### src/rtl/vga_timing_pkg.sv
// vga_timing_pkg
//   Shared timing constants for the VGA raster generator (640x480@60 with a
//   25 MHz pixel clock), the packed sync bundle carried through the output
//   delay line, and a helper that sums the four segments of a line or frame.
//   No ports; imported by vga_timing_gen and sync_delay_line.
package vga_timing_pkg;

  // Default 640x480@60 horizontal timing, in pixels
  localparam int DEF_H_ACTIVE = 640;
  localparam int DEF_H_FP     = 16;
  localparam int DEF_H_SYNC   = 96;
  localparam int DEF_H_BP     = 48;

  // Default 640x480@60 vertical timing, in lines
  localparam int DEF_V_ACTIVE = 480;
  localparam int DEF_V_FP     = 10;
  localparam int DEF_V_SYNC   = 2;
  localparam int DEF_V_BP     = 33;

  // Counter width; both totals must fit below 2**COUNT_W
  localparam int COUNT_W   = 10;
  localparam int MAX_TOTAL = 1 << COUNT_W;

  // Bundle of the signals that travel through the sync delay line.
  // Packed order {hsN, vsN, active} makes the idle value 3'b110.
  typedef struct packed {
    logic hsN;
    logic vsN;
    logic active;
  } sync_bits_t;

  localparam sync_bits_t SYNC_IDLE = '{hsN: 1'b1, vsN: 1'b1, active: 1'b0};

  // Total period of one line or frame from its four segments
  function automatic int calcTotal(input int activeLen, input int fpLen,
                                   input int syncLen, input int bpLen);
    return activeLen + fpLen + syncLen + bpLen;
  endfunction

endpackage

### src/rtl/sync_delay_line.sv
// sync_delay_line
//   Fixed-depth shift register with synchronous reset. Every stage loads
//   RESET_VAL on reset so that nothing stale leaks out after reset.
// Ports
//   clk_i  in   1      clock, rising edge
//   rst_i  in   1      synchronous active-high reset
//   d_i    in   WIDTH  data into the first stage
//   q_o    out  WIDTH  data out of the last stage (DEPTH cycles later)
module sync_delay_line
  import vga_timing_pkg::*;
#(
  parameter int               WIDTH     = 3,
  parameter int               DEPTH     = 1,
  parameter logic [WIDTH-1:0] RESET_VAL = '0
) (
  input  logic             clk_i,
  input  logic             rst_i,
  input  logic [WIDTH-1:0] d_i,
  output logic [WIDTH-1:0] q_o
);

  logic [WIDTH-1:0] stage_q [DEPTH];

  always_ff @(posedge clk_i) begin
    if (rst_i) begin
      for (int i = 0; i < DEPTH; i++) begin
        stage_q[i] <= RESET_VAL;
      end
    end else begin
      stage_q[0] <= d_i;
      for (int i = 1; i < DEPTH; i++) begin
        stage_q[i] <= stage_q[i-1];
      end
    end
  end

  assign q_o = stage_q[DEPTH-1];

endmodule

### src/rtl/vga_timing_gen.sv
// vga_timing_gen
//   Free-running VGA raster timing generator. Holds the horizontal and
//   vertical pixel counters, decodes sync/active from them, and delays
//   sync/active by SYNC_DELAY cycles so they line up with renderers that
//   register their colour output. line_start/frame_start are undelayed and
//   aligned with x_count/y_count.
// Ports
//   clk_25MHz     in   1   pixel clock, rising edge
//   rst           in   1   synchronous active-high reset
//   x_count       out  10  horizontal counter 0..H_TOTAL-1
//   y_count       out  10  vertical counter 0..V_TOTAL-1
//   hsync         out  1   active-low horizontal sync, delayed
//   vsync         out  1   active-low vertical sync, delayed
//   active_video  out  1   delayed visible-area flag
//   line_start    out  1   high while x_count==0
//   frame_start   out  1   high while x_count==0 and y_count==0
//   frame_count   out  8   completed frames, wraps 255->0
module vga_timing_gen
  import vga_timing_pkg::*;
#(
  parameter int H_ACTIVE   = DEF_H_ACTIVE,
  parameter int H_FP       = DEF_H_FP,
  parameter int H_SYNC     = DEF_H_SYNC,
  parameter int H_BP       = DEF_H_BP,
  parameter int V_ACTIVE   = DEF_V_ACTIVE,
  parameter int V_FP       = DEF_V_FP,
  parameter int V_SYNC     = DEF_V_SYNC,
  parameter int V_BP       = DEF_V_BP,
  parameter int SYNC_DELAY = 1
) (
  input  logic               clk_25MHz,
  input  logic               rst,
  output logic [COUNT_W-1:0] x_count,
  output logic [COUNT_W-1:0] y_count,
  output logic               hsync,
  output logic               vsync,
  output logic               active_video,
  output logic               line_start,
  output logic               frame_start,
  output logic [7:0]         frame_count
);

  localparam int H_TOTAL = calcTotal(H_ACTIVE, H_FP, H_SYNC, H_BP);
  localparam int V_TOTAL = calcTotal(V_ACTIVE, V_FP, V_SYNC, V_BP);

  if (H_TOTAL > MAX_TOTAL) begin : gen_h_total_check
    $error("vga_timing_gen: H_TOTAL exceeds counter range");
  end
  if (V_TOTAL > MAX_TOTAL) begin : gen_v_total_check
    $error("vga_timing_gen: V_TOTAL exceeds counter range");
  end
  if (SYNC_DELAY < 1 || SYNC_DELAY > 4) begin : gen_delay_check
    $error("vga_timing_gen: SYNC_DELAY must be 1..4");
  end

  localparam logic [COUNT_W-1:0] H_LAST       = COUNT_W'(H_TOTAL - 1);
  localparam logic [COUNT_W-1:0] V_LAST       = COUNT_W'(V_TOTAL - 1);
  localparam logic [COUNT_W-1:0] H_ACT_END    = COUNT_W'(H_ACTIVE);
  localparam logic [COUNT_W-1:0] V_ACT_END    = COUNT_W'(V_ACTIVE);
  localparam logic [COUNT_W-1:0] H_SYNC_BEGIN = COUNT_W'(H_ACTIVE + H_FP);
  localparam logic [COUNT_W-1:0] H_SYNC_END   = COUNT_W'(H_ACTIVE + H_FP + H_SYNC);
  localparam logic [COUNT_W-1:0] V_SYNC_BEGIN = COUNT_W'(V_ACTIVE + V_FP);
  localparam logic [COUNT_W-1:0] V_SYNC_END   = COUNT_W'(V_ACTIVE + V_FP + V_SYNC);

  logic [COUNT_W-1:0] xCount_q, xCount_d;
  logic [COUNT_W-1:0] yCount_q, yCount_d;
  logic [7:0]         frameCount_q, frameCount_d;
  logic               xLast, yLast;
  sync_bits_t         syncRaw, syncDly;

  // Raster advance: x wraps at end of line and carries into y; the frame
  // counter ticks on the single edge where both wrap back to (0,0).
  always_comb begin
    xLast        = (xCount_q == H_LAST);
    yLast        = (yCount_q == V_LAST);
    xCount_d     = xCount_q + COUNT_W'(1);
    yCount_d     = yCount_q;
    frameCount_d = frameCount_q;
    if (xLast) begin
      xCount_d = '0;
      if (yLast) begin
        yCount_d     = '0;
        frameCount_d = frameCount_q + 8'd1;
      end else begin
        yCount_d = yCount_q + COUNT_W'(1);
      end
    end
  end

  always_ff @(posedge clk_25MHz) begin
    if (rst) begin
      xCount_q     <= '0;
      yCount_q     <= '0;
      frameCount_q <= '0;
    end else begin
      xCount_q     <= xCount_d;
      yCount_q     <= yCount_d;
      frameCount_q <= frameCount_d;
    end
  end

  // Undelayed decode of the counter registers
  always_comb begin
    syncRaw        = SYNC_IDLE;
    syncRaw.hsN    = !((xCount_q >= H_SYNC_BEGIN) && (xCount_q < H_SYNC_END));
    syncRaw.vsN    = !((yCount_q >= V_SYNC_BEGIN) && (yCount_q < V_SYNC_END));
    syncRaw.active = (xCount_q < H_ACT_END) && (yCount_q < V_ACT_END);
  end

  // Even with SYNC_DELAY=1 this is the output register, so the board pins
  // never see decode glitches.
  sync_delay_line #(
    .WIDTH     (3),
    .DEPTH     (SYNC_DELAY),
    .RESET_VAL (SYNC_IDLE)
  ) u_sync_delay (
    .clk_i (clk_25MHz),
    .rst_i (rst),
    .d_i   (syncRaw),
    .q_o   (syncDly)
  );

  assign x_count      = xCount_q;
  assign y_count      = yCount_q;
  assign frame_count  = frameCount_q;
  assign hsync        = syncDly.hsN;
  assign vsync        = syncDly.vsN;
  assign active_video = syncDly.active;
  assign line_start   = (xCount_q == '0);
  assign frame_start  = (xCount_q == '0) && (yCount_q == '0);

endmodule

### config.mk
export PLATFORM = sky130hd
export DESIGN_NAME = vga_timing_gen
export DESIGN_NICKNAME = d
export VERILOG_FILES = /design/src/rtl/vga_timing_pkg.sv /design/src/rtl/sync_delay_line.sv /design/src/rtl/vga_timing_gen.sv
export SDC_FILE = /design/constraint.sdc
export NUM_CORES = 1
export LEC_CHECK = 0
export ABC_CLOCK_PERIOD_IN_PS = 1800
export CAP_MARGIN = 20
export CORE_ASPECT_RATIO = 2
export CORE_MARGIN = 3
export CORE_UTILIZATION = 30
export CTS_CLUSTER_SIZE = 30
export DETAILED_ROUTE_END_ITERATION = 6
export GPL_TIMING_DRIVEN = 0
export MAX_ROUTING_LAYER = met4
export SLEW_MARGIN = 20
export SYNTH_ARGS = -nofsm -noshare
export SYNTH_HDL_FRONTEND = slang
export SYNTH_SLANG_ARGS = --single-unit
### constraint.sdc
create_clock -name clk_25MHz -period 1.8 [get_ports clk_25MHz]
set_input_delay 0.36 -clock clk_25MHz [delete_from_list [all_inputs] [get_ports clk_25MHz]]
set_output_delay 0.36 -clock clk_25MHz [all_outputs]
set_load 0.02 [all_outputs]
==> results_dict.tcl <==
set metrics [dict create \
    status "complete, but fails checks" \
    violations "setup timing" \
    totalWireLength_um 4349 \
    cts_buffers 5 \
    r2r_end "y_count[7]" \
    ant_nets 0 \
    post_drt_via_cell_ratio 5.227 \
    antenna_found_initial 0 \
    synth_cell_types 29 \
    n_fill_cell 478 \
    switching_share_pct 22.46 \
    placed_cells 270 \
    ys_warn_count 0 \
    r2r_start "x_count[4]" \
    drt_iter0_drc 47 \
    finalCritPeriodShare_pct 104.2 \
    die_x_um 56.38 \
    grtUsageTotal_pct 15.00 \
    grt_pass1_vias 1495 \
    p_comb_share_pct 7.7 \
    post_synth_inst_count 180 \
    dpl_worst_slack_ns -0.2469 \
    portBuffers 33 \
    startpoint_type "flip-flop" \
    min_from "rst" \
    grt_pass1_wl_um 6879 \
    die_area_um2 6018 \
    ys_seq_area_share_pct 40.76 \
    fin_skew_ns 0.005189 \
    hold_depth 2 \
    firstDrtPassIters 4 \
    cp.required_ns 1.44 \
    crit_fanout 7 \
    cts_tree "yes" \
    gr-total-overflow 0 \
    p_int_mw 1.090 \
    routabilityCongestion 0.8138 \
    post_dp_cell_area_um2 1968 \
    fmax_ghz 0.5330 \
    path_class "flip-flop to output port" \
    drcViolationCount 0 \
    p_seq_share_pct 49.8 \
    ff_latch_area_um2 645.6 \
    setup_viol_count_final 3 \
    design_area_um2 2399 \
    pwr-share-clk_pct 42.5 \
    htreeDepth 2 \
    min_to "frame_count[7]" \
    insertedDiodeCount 0 \
    final_common_cell "clkdlybuf4s50_1" \
    num_vias 1542 \
    fin_nets 245 \
    cts.clk_slew.worst_paths_ns 0.07 \
    cts_hold_buf 0 \
    power_density_nw_per_um2 586.2 \
    p_switching_uw 315.8 \
    cts_buffer_depth 2 \
    hold_viol 0 \
    grt_max_degree 11 \
    clkLatencyLatePin_ns 0.28 \
    tightestPinTransition_ns 0.5570 \
    syn_area_um2 1523 \
    syn-num-nets 188 \
    multi_input_area_um2 1017 \
    reg2reg_depth 5 \
    layout_common_cells "21 x clkdlybuf4s50_1, 19 x dfxtp_1, 17 x nor2_1, 17 x buf_4, 12 x nand3_1" \
    cts-root-buf "clkbuf_8" \
    clock_sinks 31 \
    core_um2 4910 \
    pin_count 35 \
    synth_seq_cells 31 \
    fp.dieH_um 106.8 \
    wl_per_cell_um 14.74 \
    dpl.hpwl_um 2963 \
    ir_drop_v 0.0004147 \
    rsz0062_at_grt "true" \
    areaGrowthSynthToFinish_pct 57.52 \
    drive_gt1_share_pct 33.61 \
    row_count 36 \
    critical_path_arrival_ns 1.52 \
    fin_cells 295 \
    maxSlewHeadroom_pct 62.87 \
    initial_core_util_pct 31.01 \
    slew_viol_final 0 \
    max_cap_violations 0 \
    rrSetupSlack_ns -0.01 \
    fin_crit_ns 1.876 \
    endpoint_kind "output port" \
    leakage_nw 0.9808 \
    setup_slack_ns -0.07606 \
    hp-class "primary input to flip-flop" \
    synth.avg_cell_area_um2 8.460 \
]
-- worst max path at each step --
stage                        endpoint  slack [ns]  cells after the start       start
final                     frame_start       -0.08                      4  x_count[4]
after global routing      frame_start       -0.18                      4  x_count[3]
after detailed placement  frame_start       -0.25                      5  x_count[7]
after CTS                 frame_start       -0.11                      5  x_count[7]
after floorplan            y_count[7]       -0.06                      6  x_count[1]
after global placement    frame_start       -0.24                      5  x_count[7]
-- state kept, by name, summed over array words and instances, names as in the netlist --
| signal | cells |
|---|---|
| frame_count | 8 |
| u_sync_delay.stage_q | 3 |
| x_count | 10 |
| y_count | 10 |
-- critical path, stage by stage (launching register included) --
cell and delay, ns:
dfxtp_4 0.37, nor4_2 0.27, and4_1 0.26, and4_1 0.22, buf_6 0.12
-- synth_stat cells, drive strengths merged --
cell type   n  area [um2]
or3         5       36.28
o31ai       9       67.56
nor3        5       25.02
or4        10       75.07
xor2        4       35.03
and3        4       25.02
xnor2       7       61.31
nand3b      1       7.510
a21o        1       7.510
nor2b       2       12.51
inv         7       26.28
clkbuf      5       18.77
nand2      11       41.29
or2         2       15.02
nor2       17       63.81
and2        1       6.260
nand4       7       50.05
a21oi      15       75.07
o21ai       7       35.03
dfxtp      31       620.6
nor4        5       31.28
and4        4       35.03
buf         2       16.26
nand3      12       60.06
ha          6       75.07
-- per-layer routing --
metal	part of all wire, %	global-route usage, %	vias to the layer above
met3	2.6	3.253	4
li1	-	-	767
met4	0.94	7.810	0
met1	37	13.88	743
met2	60	27.97	28
met5	0	-	-
-- per-stage QoR --
stage	setup TNS [ns]	utilization, %	total power, mW	hold slack, ns
global route	-0.5452	48.85	1.468	0.4820
finish	-0.09212	48.85	1.406	0.4581
CTS	-0.1051	43.99	1.413	0.4660
global placement	-2.556	40.09	0.8059	0.4515
detailed placement	-2.635	40.09	0.8055	0.4551
floorplan	-0.1798	-	0.7670	0.4814
-- power by group through the flow --
stage / clock network (mW) / registers [mW] / logic, mW
2_1_floorplan: 0 / 0.727 / 0.0403
3_3_place_gp: 0 / 0.720 / 0.0861
3_5_place_dp: 0 / 0.720 / 0.0859
4_1_cts: 0.624 / 0.702 / 0.0877
5_1_grt: 0.648 / 0.701 / 0.119
6_report: 0.597 / 0.701 / 0.108
-- layout make-up --
class | instances | area share, %
clock buffer | 8 | 4.173
inverter | 7 | 1.095
timing repair buffer | 53 | 21.44
sequential | 31 | 26.92
buffer | 4 | 0.9911
tap | 57 | 2.973
multi-input combinational | 135 | 42.41
-- cell families after synthesis --
| logic type | share of synthesized area, % |
|---|---|
| AOI/OAI and AO/OA | 12.16 |
| xor gates and xnor gates | 6.327 |
| adders and majority gates | 4.930 |
| buffers and inverters | 4.026 |
| DFF | 40.76 |
| and+or+nand+nor | 31.80 |
-- timing repair --
item / CTS / global route
endpoints found under the setup margin: 26 / 26
gates resized for setup: 19 / 54
buffers inserted: 11 / 9
pin swaps: 12 / 18
Power figures use the tool's default switching activity.
